[config.mk]
export PLATFORM = sky130hd
export DESIGN_NAME = stack_ctrl
export DESIGN_NICKNAME = d
export VERILOG_FILES = /design/src/rtl/stack_pkg.sv /design/src/rtl/stack_depth_cnt.sv /design/src/rtl/stack_ctrl.sv
export SDC_FILE = /design/constraint.sdc
export NUM_CORES = 1
export LEC_CHECK = 0
export CAP_MARGIN = 20
export CORE_MARGIN = 10
export CORE_UTILIZATION = 35
export DETAILED_ROUTE_END_ITERATION = 10
export PLACE_DENSITY = 0.75
export SLEW_MARGIN = 15
export SYNTH_ARGS = -nofsm -noshare
export SYNTH_HDL_FRONTEND = slang
export SYNTH_HIERARCHICAL = 1
export SYNTH_SLANG_ARGS = --single-unit
[constraint.sdc]
create_clock -name clk -period 3.25 [get_ports clk]
set_clock_uncertainty 0.1 [all_clocks]
set_input_delay 0.4875 -clock clk [delete_from_list [all_inputs] [get_ports clk]]
set_output_delay 0.4875 -clock clk [all_outputs]
set_load 0.05 [all_outputs]
[src/rtl/stack_pkg.sv]
// Shared definitions for the stack controller slice: command opcodes,
// stack delta encodings and the controller FSM state type.
package stack_pkg;

    // Command opcodes on cmd_op
    localparam logic [1:0] OP_PEEK    = 2'b00;
    localparam logic [1:0] OP_PUSH    = 2'b01;
    localparam logic [1:0] OP_REPLACE = 2'b10;
    localparam logic [1:0] OP_POP     = 2'b11;

    // Pointer movement requests toward the stack RAM
    localparam logic [1:0] DELTA_HOLD = 2'b00;
    localparam logic [1:0] DELTA_PUSH = 2'b01;
    localparam logic [1:0] DELTA_POP  = 2'b11;

    typedef enum logic [1:0] {
        ST_IDLE   = 2'd0,
        ST_REFILL = 2'd1,
        ST_DRAIN  = 2'd2
    } state_t;

endpackage

[src/rtl/stack_depth_cnt.sv]
// Up/down depth counter for the stack controller. Decides on its own
// whether a push/pop request may move the count, and raises the sticky
// overflow/underflow flags when it may not.
// Optional: STACK_CTRL_WATERMARK_EN adds hi_water, the highest depth
// reached since reset or the last flag clear.
module stack_depth_cnt #(
    parameter int DEPTH     = 512,
    parameter int CNT_WIDTH = $clog2(DEPTH) + 1
) (
    input  logic                 clk,
    input  logic                 rst,
    input  logic                 inc_req,
    input  logic                 dec_req,
    input  logic                 chk_req,
    input  logic                 clr_flags,
`ifdef STACK_CTRL_WATERMARK_EN
    output logic [CNT_WIDTH-1:0] hi_water,
`endif
    output logic [CNT_WIDTH-1:0] depth,
    output logic                 full,
    output logic                 empty,
    output logic                 ovf,
    output logic                 unf
);

    logic [CNT_WIDTH-1:0] depth_inc;

    assign full      = (depth == CNT_WIDTH'(DEPTH));
    assign empty     = (depth == '0);
    assign depth_inc = depth + CNT_WIDTH'(1);

    // Count moves only when the request is legal; illegal requests only flag
    always_ff @(posedge clk or posedge rst) begin
        if (rst) begin
            depth <= '0;
            ovf   <= 1'b0;
            unf   <= 1'b0;
        end else begin
            if (clr_flags) begin
                ovf <= 1'b0;
                unf <= 1'b0;
            end else begin
                if (inc_req && full) begin
                    ovf <= 1'b1;
                end
                if ((dec_req || chk_req) && empty) begin
                    unf <= 1'b1;
                end
            end
            if (inc_req && !full) begin
                depth <= depth_inc;
            end else if (dec_req && !empty) begin
                depth <= depth - CNT_WIDTH'(1);
            end
        end
    end

`ifdef STACK_CTRL_WATERMARK_EN
    // Track the peak depth; only growth can raise it, a clear restarts it
    always_ff @(posedge clk or posedge rst) begin
        if (rst) begin
            hi_water <= '0;
        end else if (clr_flags) begin
            hi_water <= '0;
        end else if (inc_req && !full && (depth_inc > hi_water)) begin
            hi_water <= depth_inc;
        end
    end
`endif

endmodule

[src/rtl/stack_ctrl.sv]
// Initiator-side controller for the RAM-backed stack. Turns a valid/ready
// command stream into delta/we/wd requests, keeps a registered TOS copy,
// refills it after pops and drains the stack on a runtime clr.
// Optional: STACK_CTRL_WATERMARK_EN exposes the hi_water peak-depth port.
module stack_ctrl #(
    parameter int WIDTH     = 16,
    parameter int DEPTH     = 512,
    parameter int CNT_WIDTH = $clog2(DEPTH) + 1
) (
    input  logic                 clk,
    input  logic                 rst,
    input  logic                 clr,
    input  logic                 cmd_valid,
    output logic                 cmd_ready,
    input  logic [1:0]           cmd_op,
    input  logic [WIDTH-1:0]     cmd_data,
    output logic                 rsp_valid,
    output logic [WIDTH-1:0]     rsp_data,
    output logic                 rsp_err,
    output logic [CNT_WIDTH-1:0] depth,
    output logic                 full,
    output logic                 empty,
    output logic                 ovf,
    output logic                 unf,
`ifdef STACK_CTRL_WATERMARK_EN
    output logic [CNT_WIDTH-1:0] hi_water,
`endif
    output logic [1:0]           stk_delta,
    output logic                 stk_we,
    output logic [WIDTH-1:0]     stk_wd,
    input  logic [WIDTH-1:0]     stk_rd
);

    import stack_pkg::*;

    state_t           state;
    state_t           next_state;
    logic [WIDTH-1:0] tos_q;
    logic             accept;
    logic             inc_req;
    logic             dec_req;
    logic             chk_req;
    logic             clr_flags;
    logic             last_entry;

    assign last_entry = (depth == CNT_WIDTH'(1));

    stack_depth_cnt #(
        .DEPTH     (DEPTH),
        .CNT_WIDTH (CNT_WIDTH)
    ) u_depth_cnt (
        .clk       (clk),
        .rst       (rst),
        .inc_req   (inc_req),
        .dec_req   (dec_req),
        .chk_req   (chk_req),
        .clr_flags (clr_flags),
`ifdef STACK_CTRL_WATERMARK_EN
        .hi_water  (hi_water),
`endif
        .depth     (depth),
        .full      (full),
        .empty     (empty),
        .ovf       (ovf),
        .unf       (unf)
    );

    // FSM state register
    always_ff @(posedge clk or posedge rst) begin
        if (rst) begin
            state <= ST_IDLE;
        end else begin
            state <= next_state;
        end
    end

    // Next state plus the combinational stack requests for this cycle
    always_comb begin
        next_state = state;
        cmd_ready  = 1'b0;
        accept     = 1'b0;
        stk_delta  = DELTA_HOLD;
        stk_we     = 1'b0;
        stk_wd     = cmd_data;
        inc_req    = 1'b0;
        dec_req    = 1'b0;
        chk_req    = 1'b0;
        clr_flags  = 1'b0;
        case (state)
            ST_IDLE: begin
                cmd_ready = !clr;
                if (clr) begin
                    clr_flags = 1'b1;
                    if (!empty) begin
                        next_state = ST_DRAIN;
                    end
                end else if (cmd_valid) begin
                    accept = 1'b1;
                    case (cmd_op)
                        OP_PUSH: begin
                            inc_req = 1'b1;
                            if (!full) begin
                                stk_delta = DELTA_PUSH;
                                stk_we    = 1'b1;
                            end
                        end
                        OP_REPLACE: begin
                            chk_req = 1'b1;
                            stk_we  = !empty;
                        end
                        OP_POP: begin
                            dec_req = 1'b1;
                            if (!empty) begin
                                stk_delta = DELTA_POP;
                                if (!last_entry) begin
                                    next_state = ST_REFILL;
                                end
                            end
                        end
                        default: begin
                            chk_req = 1'b1;
                        end
                    endcase
                end
            end
            ST_REFILL: begin
                if (clr) begin
                    clr_flags  = 1'b1;
                    next_state = ST_DRAIN;
                end else begin
                    next_state = ST_IDLE;
                end
            end
            ST_DRAIN: begin
                if (empty) begin
                    next_state = ST_IDLE;
                end else begin
                    stk_delta = DELTA_POP;
                    dec_req   = 1'b1;
                    if (last_entry) begin
                        next_state = ST_IDLE;
                    end
                end
            end
            default: begin
                next_state = ST_IDLE;
            end
        endcase
    end

    // TOS copy and one-cycle response generation
    always_ff @(posedge clk or posedge rst) begin
        if (rst) begin
            tos_q     <= '0;
            rsp_valid <= 1'b0;
            rsp_data  <= '0;
            rsp_err   <= 1'b0;
        end else begin
            rsp_valid <= 1'b0;
            rsp_err   <= 1'b0;
            if (state == ST_REFILL) begin
                tos_q <= stk_rd;
            end
            if ((state == ST_DRAIN) && (last_entry || empty)) begin
                tos_q <= '0;
            end
            if (accept) begin
                case (cmd_op)
                    OP_PUSH: begin
                        if (!full) begin
                            tos_q <= cmd_data;
                        end
                    end
                    OP_REPLACE: begin
                        if (!empty) begin
                            tos_q <= cmd_data;
                        end else begin
                            rsp_valid <= 1'b1;
                            rsp_err   <= 1'b1;
                            rsp_data  <= '0;
                        end
                    end
                    default: begin
                        rsp_valid <= 1'b1;
                        rsp_err   <= empty;
                        rsp_data  <= empty ? '0 : tos_q;
                    end
                endcase
            end
        end
    end

endmodule
==> results of run 1 <==
==> final timing paths <==
check,startpoint,end
worst max-delay path,u_depth_cnt/depth[3],u_depth_cnt/depth[8]
worst min-delay path,tos_q[9],rsp_data[9]
worst max register to register,u_depth_cnt/depth[3],u_depth_cnt/depth[8]
worst min register to register,tos_q[9],rsp_data[9]
max in group asynchronous,rst,rsp_data[11]
min in group asynchronous,rst,state[0]
==> final cells by class <==
type / instances / area [sq um] / share of cell area, %
multi-input cells: 188 / 1513 / 36.92
well taps: 105 / 131.4 / 3.206
flip-flops and latches: 48 / 1201 / 29.31
clock inverters: 2 / 35.03 / 0.8550
repair buffers: 114 / 1096 / 26.75
inverters: 13 / 48.80 / 1.191
clock buffers: 6 / 72.57 / 1.771
==> flip-flops by register name (all words and copies together) (netlist names) <==
name	count
u_depth_cnt/depth	10
rsp_data	16
u_depth_cnt/ovf	1
u_depth_cnt/unf	1
rsp_err	1
tos_q	16
rsp_valid	1
state	2
==> cell families after synthesis <==
family	Yosys count	share of synthesized area, %
AO/OA/AOI/OAI	88	23.49
AND/OR/NAND/NOR	61	11.81
buffers and inverters	48	9.489
flip-flops	48	40.49
multiplexers	21	7.634
adder cells (fa/ha/maj)	12	5.314
XOR/XNOR	6	1.771
==> power breakdown <==
group / leakage (nW) / switching (mW) / internal [mW] / total, mW
clock network: 0.0552 / 0.198 / 0.229 / 0.426
logic: 1.00 / 1.10 / 0.794 / 1.89
registers: 0.627 / 0.172 / 0.783 / 0.955
==> cell usage in the layout (no fill, tap or decap), types with 3 or more instances in the layout <==
master,instances
nand2_1,15
buf_4,26
o21ai_1,7
o2111ai_1,16
nor3_2,3
nor2b_1,7
clkdlybuf4s50_1,86
nor2_1,12
dfrtp_1,48
mux2i_1,17
mux2_4,3
clkbuf_8,5
a21oi_1,7
o21ai_0,7
o41ai_1,16
nor3_1,5
xor2_1,4
inv_1,12
ha_1,11
a22o_1,18
a211oi_2,3
==> layer usage <==
layer	share of wire [%]	global-route usage [%]	vias up
li1	-	-	1231
met1	42	16.41	1305
met3	8.7	4.153	11
met2	48	23.19	114
met5	0	0	-
met4	0.92	2.707	0
==> repair_timing <==
item / CTS / global route
endpoints found under the setup margin: 0 / 2
resized for setup: 0 / 1
hold buffers: 0 / 0
hold endpoints to repair: 0 / 0
==> worst max-delay path, cell delays in order (launching register included) <==
cell,delay (ns)
dfrtp_1,0.45
nor3_2,0.26
and4_4,0.28
nand2_1,0.10
nand2_1,0.23
inv_1,0.09
fa_1,0.41
nor2b_1,0.17
nor3_1,0.08
o21bai_1,0.26
o311ai_0,0.20
mux2_4,0.30
==> out/qor.csv, run 1 <==
metric;value;unit
drt_wl_total;8827;um
fin_crit_sh;93.42;%
grt_overflow_total;0;
fin_area;4098;sq um
ctsLongestPathBuffers;2;
cp-start-kind;register;
die_area;12560;sq um
p_per_area;799.1;nW/um^2
setup_slack;0.2137;ns
numCtsBuffers;5;
grt_max_degree;27;
reg2reg_setup_slack;0.21;ns
fp-row-count;33;
synth_enable_flop_cells;0;
coreArea;8217;sq um
drc_errors;0;
drt-vias-per-instance;5.590;
synth-async-reset-ratio;100.0;%
hold_depth;1;
synth_area_per_cell;10.45;sq um
final_nets;420;
finalHoldViolCount;0;
diodes;0;
crit_required;3.34;ns
tightest_slew;0.6546;ns
cts_tree;built;
wl_per_cell;18.54;um
drtIter0Drc;125;
initial_core_util;36.10;%
vias;2661;
dpl_cell_area;3985;sq um
ys_warn_count;6;
hpwl;6871;um
final_cells;476;
first_pass_iters;4;
synthMostInstantiatedCell;dfrtp_1;
ys.flop_type;dfrtp_1;
place_congestion;0.9172;
syn-num-nets;334;
synth_top_area_share;40.49;%
fin_tns_setup;0;ns
worst_hold_slack;0.4012;ns
grt_use_total;13.54;%
post_cts_buffers;0;
ys_seq_area_share;40.49;%
worstPathArrival;3.13;ns
grt_pass1_wl;14430;um
synth_common_cells;dfrtp_1 (48), a22o_1 (18), mux2i_1 (17);
run_status;finished clean;
path_class;reg2reg;
ys_ff_latch;48;
synth_area;2967;sq um
dp_cells;468;
setup_viol;0;
yosys-top-cells-area;dfrtp_1 (40%), mux2i_1 (5.7%), a22o_1 (5.3%);
netlist.top_cell.by_area;dfrtp_1;
portBuffers;89;
grt_pass1_vias;2772;
die_h;112.1;um
max_freq;329.3;MHz
cts_root_buf;clkbuf_8;
die_w;112.1;um
finalPower;3.274;mW
syn_inst;284;
min_path_type;reg2reg;
htreeDepth;2;
antenna_found_initial;0;
areaGrowthSynthToFinish;38.13;%
path_clk_slew;0.09;ns
drv_slew;0;
crit_path_end_kind;register;
post-route-util;49.87;%
ff2ff_path_depth;11;
ir_worst_vdd;735.8;uV
cts_sinks;48;
dpl_worst_slack;-0.04279;ns
crit_fanout;6;
fin_crit;3.036;ns
slew_headroom;56.36;%
insertion_delay;0.30;ns
fillCellCount;744;
layout-drive-gt1-share;15.09;%
synth_cell_types;54;
rsz0062_at_grt;no;
pin_count;90;
p_leak;1.683;nW
ant_nets;0;
cap_violations;0;
Power figures use the tool's default switching activity.
==> inputs of run 2 (changes only) <==
--- a/config.mk
+++ b/config.mk
@@ -10,6 +10,7 @@
 export CORE_UTILIZATION = 35
 export DETAILED_ROUTE_END_ITERATION = 10
 export PLACE_DENSITY = 0.75
+export SKIP_LAST_GASP = 1
 export SLEW_MARGIN = 15
 export SYNTH_ARGS = -nofsm -noshare
 export SYNTH_HDL_FRONTEND = slang
==> results of run 2 <==
Final layout, timing and power as in run 1 (identical DEF).
==> inputs of run 3 (changes only) <==
--- a/config.mk
+++ b/config.mk
@@ -9,7 +9,9 @@
 export CORE_MARGIN = 10
 export CORE_UTILIZATION = 35
 export DETAILED_ROUTE_END_ITERATION = 10
+export GPL_ROUTABILITY_DRIVEN = 1
 export PLACE_DENSITY = 0.75
+export REMOVE_ABC_BUFFERS = 1
 export SKIP_LAST_GASP = 1
 export SLEW_MARGIN = 15
 export SYNTH_ARGS = -nofsm -noshare
==> out/qor.csv, run 3 (synthesis gave the netlist of run 1 again) <==
metric;value;unit;change
r2r_end;u_depth_cnt/depth[8];;unchanged
cp.depth;11;;unchanged
slew_headroom;57.69;%;was 56.36%
cp-start-kind;register;;unchanged
cp_cell_sequence;nor3_1, and4_4, nand2_1, nand2_2, inv_1, fa_1, nor2b_1, nor3_1, o21bai_1, o311ai_0, mux2_4;;was nor3_2, and4_4, nand2_1, nand2_1, inv_1, fa_1, nor2b_1, nor3_1, o21bai_1, o311ai_0, mux2_4
path_class;reg2reg;;unchanged
cts_sinks;48;;unchanged
p_per_area;815.3;nW/um^2;was 799.1 nW/um^2
min_path_type;reg2reg;;unchanged
run_status;finished clean;;unchanged
initial_core_util;36.10;%;unchanged
worstPathArrival;3.08;ns;was 3.13 ns
setup_viol;0;;unchanged
drv_slew;0;;unchanged
grt_max_degree;37;;was 27
mostFrequentLayoutCells;clkdlybuf4s50_1 (85), dfrtp_1 (48), buf_4 (23), a22o_1 (18), mux2i_1 (17);;was clkdlybuf4s50_1 (86), dfrtp_1 (48), buf_4 (26), a22o_1 (18), mux2i_1 (17)
ant_nets;0;;unchanged
drt_wl_total;8508;um;was 8827 um
cts_root_buf;clkbuf_8;;unchanged
crit_fanout;8;;was 6
cp_slowest_cell;dfrtp_1;;unchanged
final_nets;417;;was 420
worst_path_largest_cell_delay;0.44;ns;was 0.45 ns
p_leak;1.679;nW;was 1.683 nW
hpwl;6530;um;was 6871 um
pin_count;90;;unchanged
htreeDepth;2;;unchanged
fin_tns_setup;0;ns;unchanged
antenna_found_initial;0;;unchanged
finalHoldViolCount;0;;unchanged
areaGrowthSynthToFinish;37.62;%;was 38.13%
grt_pass1_wl;14260;um;was 14430 um
grt_pass1_vias;2715;;was 2772
grt_overflow_total;0;;unchanged
wl_per_cell;18.03;um;was 18.54 um
max_freq;333.7;MHz;was 329.3 MHz
reg_top3;rsp_data (16), tos_q (16), u_depth_cnt/depth (10);;unchanged
fp-row-count;33;;unchanged
fin_crit;2.997;ns;was 3.036 ns
ff2ff_path_depth;11;;unchanged
reg2reg_setup_slack;0.25;ns;was 0.21 ns
crit_required;3.34;ns;about the same
cap_violations;0;;unchanged
path_clk_slew;0.09;ns;about the same
finalPower;3.328;mW;was 3.274 mW
drc_errors;0;;unchanged
postCtsResizedCells;0;;unchanged
hold_depth;1;;unchanged
cp_num_buf_inv;1;;unchanged
vias;2572;;was 2661
drt-vias-per-instance;5.449;;was 5.590
cts_tree;built;;unchanged
grt_use_total;13.32;%;was 13.54%
die_w;112.1;um;unchanged
min_from;tos_q[8];;was tos_q[9]
drtIter0Drc;91;;was 125
path_delay_family;simple AND/OR/NAND/NOR gates;;unchanged
reg2reg_from;u_depth_cnt/depth[2];;was u_depth_cnt/depth[3]
crit_path_frequent_cell;nor3_1;;was nand2_1
fin_crit_sh;92.21;%;was 93.42%
portBuffers;89;;unchanged
ir_worst_vdd;754.7;uV;was 735.8 uV
tightest_slew;0.6347;ns;was 0.6546 ns
crit_path_end_kind;register;;unchanged
first_pass_iters;6;;was 4
final_common_cell;clkdlybuf4s50_1;;unchanged
numCtsBuffers;5;;unchanged
post_cts_buffers;0;;unchanged
whs_endpoint;rsp_data[8];;was rsp_data[9]
diodes;0;;unchanged
place_congestion;0.9128;;was 0.9172
cts_hold_buffers;0;;unchanged
insertion_delay;0.29;ns;was 0.30 ns
layout-drive-gt1-share;13.90;%;was 15.09%
fillCellCount;760;;was 744
die_h;112.1;um;unchanged
ctsLongestPathBuffers;2;;unchanged
rsz0062_at_grt;no;;unchanged
coreArea;8217;sq um;unchanged
die_area;12560;sq um;unchanged
## run 3: layer usage
metal / vias to the layer above / GRT usage [%] / part of all wire, %
met3: 6 / 4.579 / 8.6
li1: 1227 / - / -
met4: 0 / 2.538 / 0.54
met5: - / 0 / 0
met2: 100 / 21.72 / 46
met1: 1239 / 16.78 / 45
## run 3: power by group
group          total (mW)  leakage [nW]  internal (mW)  switching, mW
Clock               0.502        0.0642          0.303          0.199
Combinational        1.87         0.987          0.792           1.07
Sequential          0.960         0.627          0.782          0.178
## run 3: worst register-to-register path: cells and delay by family, from the launching register on
kind	cells	cell delay [ns]
AOI/OAI and AO/OA	2	0.41
buffers and inverters	1	0.08
muxes	1	0.29
and+or+nand+nor	6	1.17
adders and majority gates	1	0.41
DFF	1	0.44
## run 3: area by class of cell
cell class / count / area [sq um] / area share (%)
Clock buffer: 5 / 68.82 / 1.686
Clock inverter: 2 / 60.06 / 1.471
Inverter: 13 / 48.80 / 1.195
Multi-Input combinational cell: 188 / 1489 / 36.47
Sequential cell: 48 / 1201 / 29.42
Tap cell: 105 / 131.4 / 3.218
Timing Repair Buffer: 111 / 1084 / 26.54
## run 3: worst max path at each step
stage	from	to	slack [ns]
3_5_place_dp	cmd_valid	u_depth_cnt/depth[9]	-0.13
6_report	u_depth_cnt/depth[2]	u_depth_cnt/depth[8]	0.25
5_1_grt	cmd_valid	u_depth_cnt/depth[9]	0.04
2_1_floorplan	u_depth_cnt/depth[0]	stk_we	-0.57
4_1_cts	cmd_valid	u_depth_cnt/depth[9]	0.19
3_3_place_gp	clr	u_depth_cnt/depth[9]	-0.02
## run 3: through the flow
step	hold slack [ns]	std cells	setup WS [ns]	area, sq um	util, %
after global placement	0.3691	465	-0.02178	3951	48.09
after CTS	0.3976	472	0.1902	4080	49.66
after global routing	0.4154	472	0.04155	4083	49.69
after detailed placement	0.3775	465	-0.1263	3951	48.09
final	0.3941	472	0.2532	4083	49.69
after floorplan	0.2522	249	-0.5664	2734	-
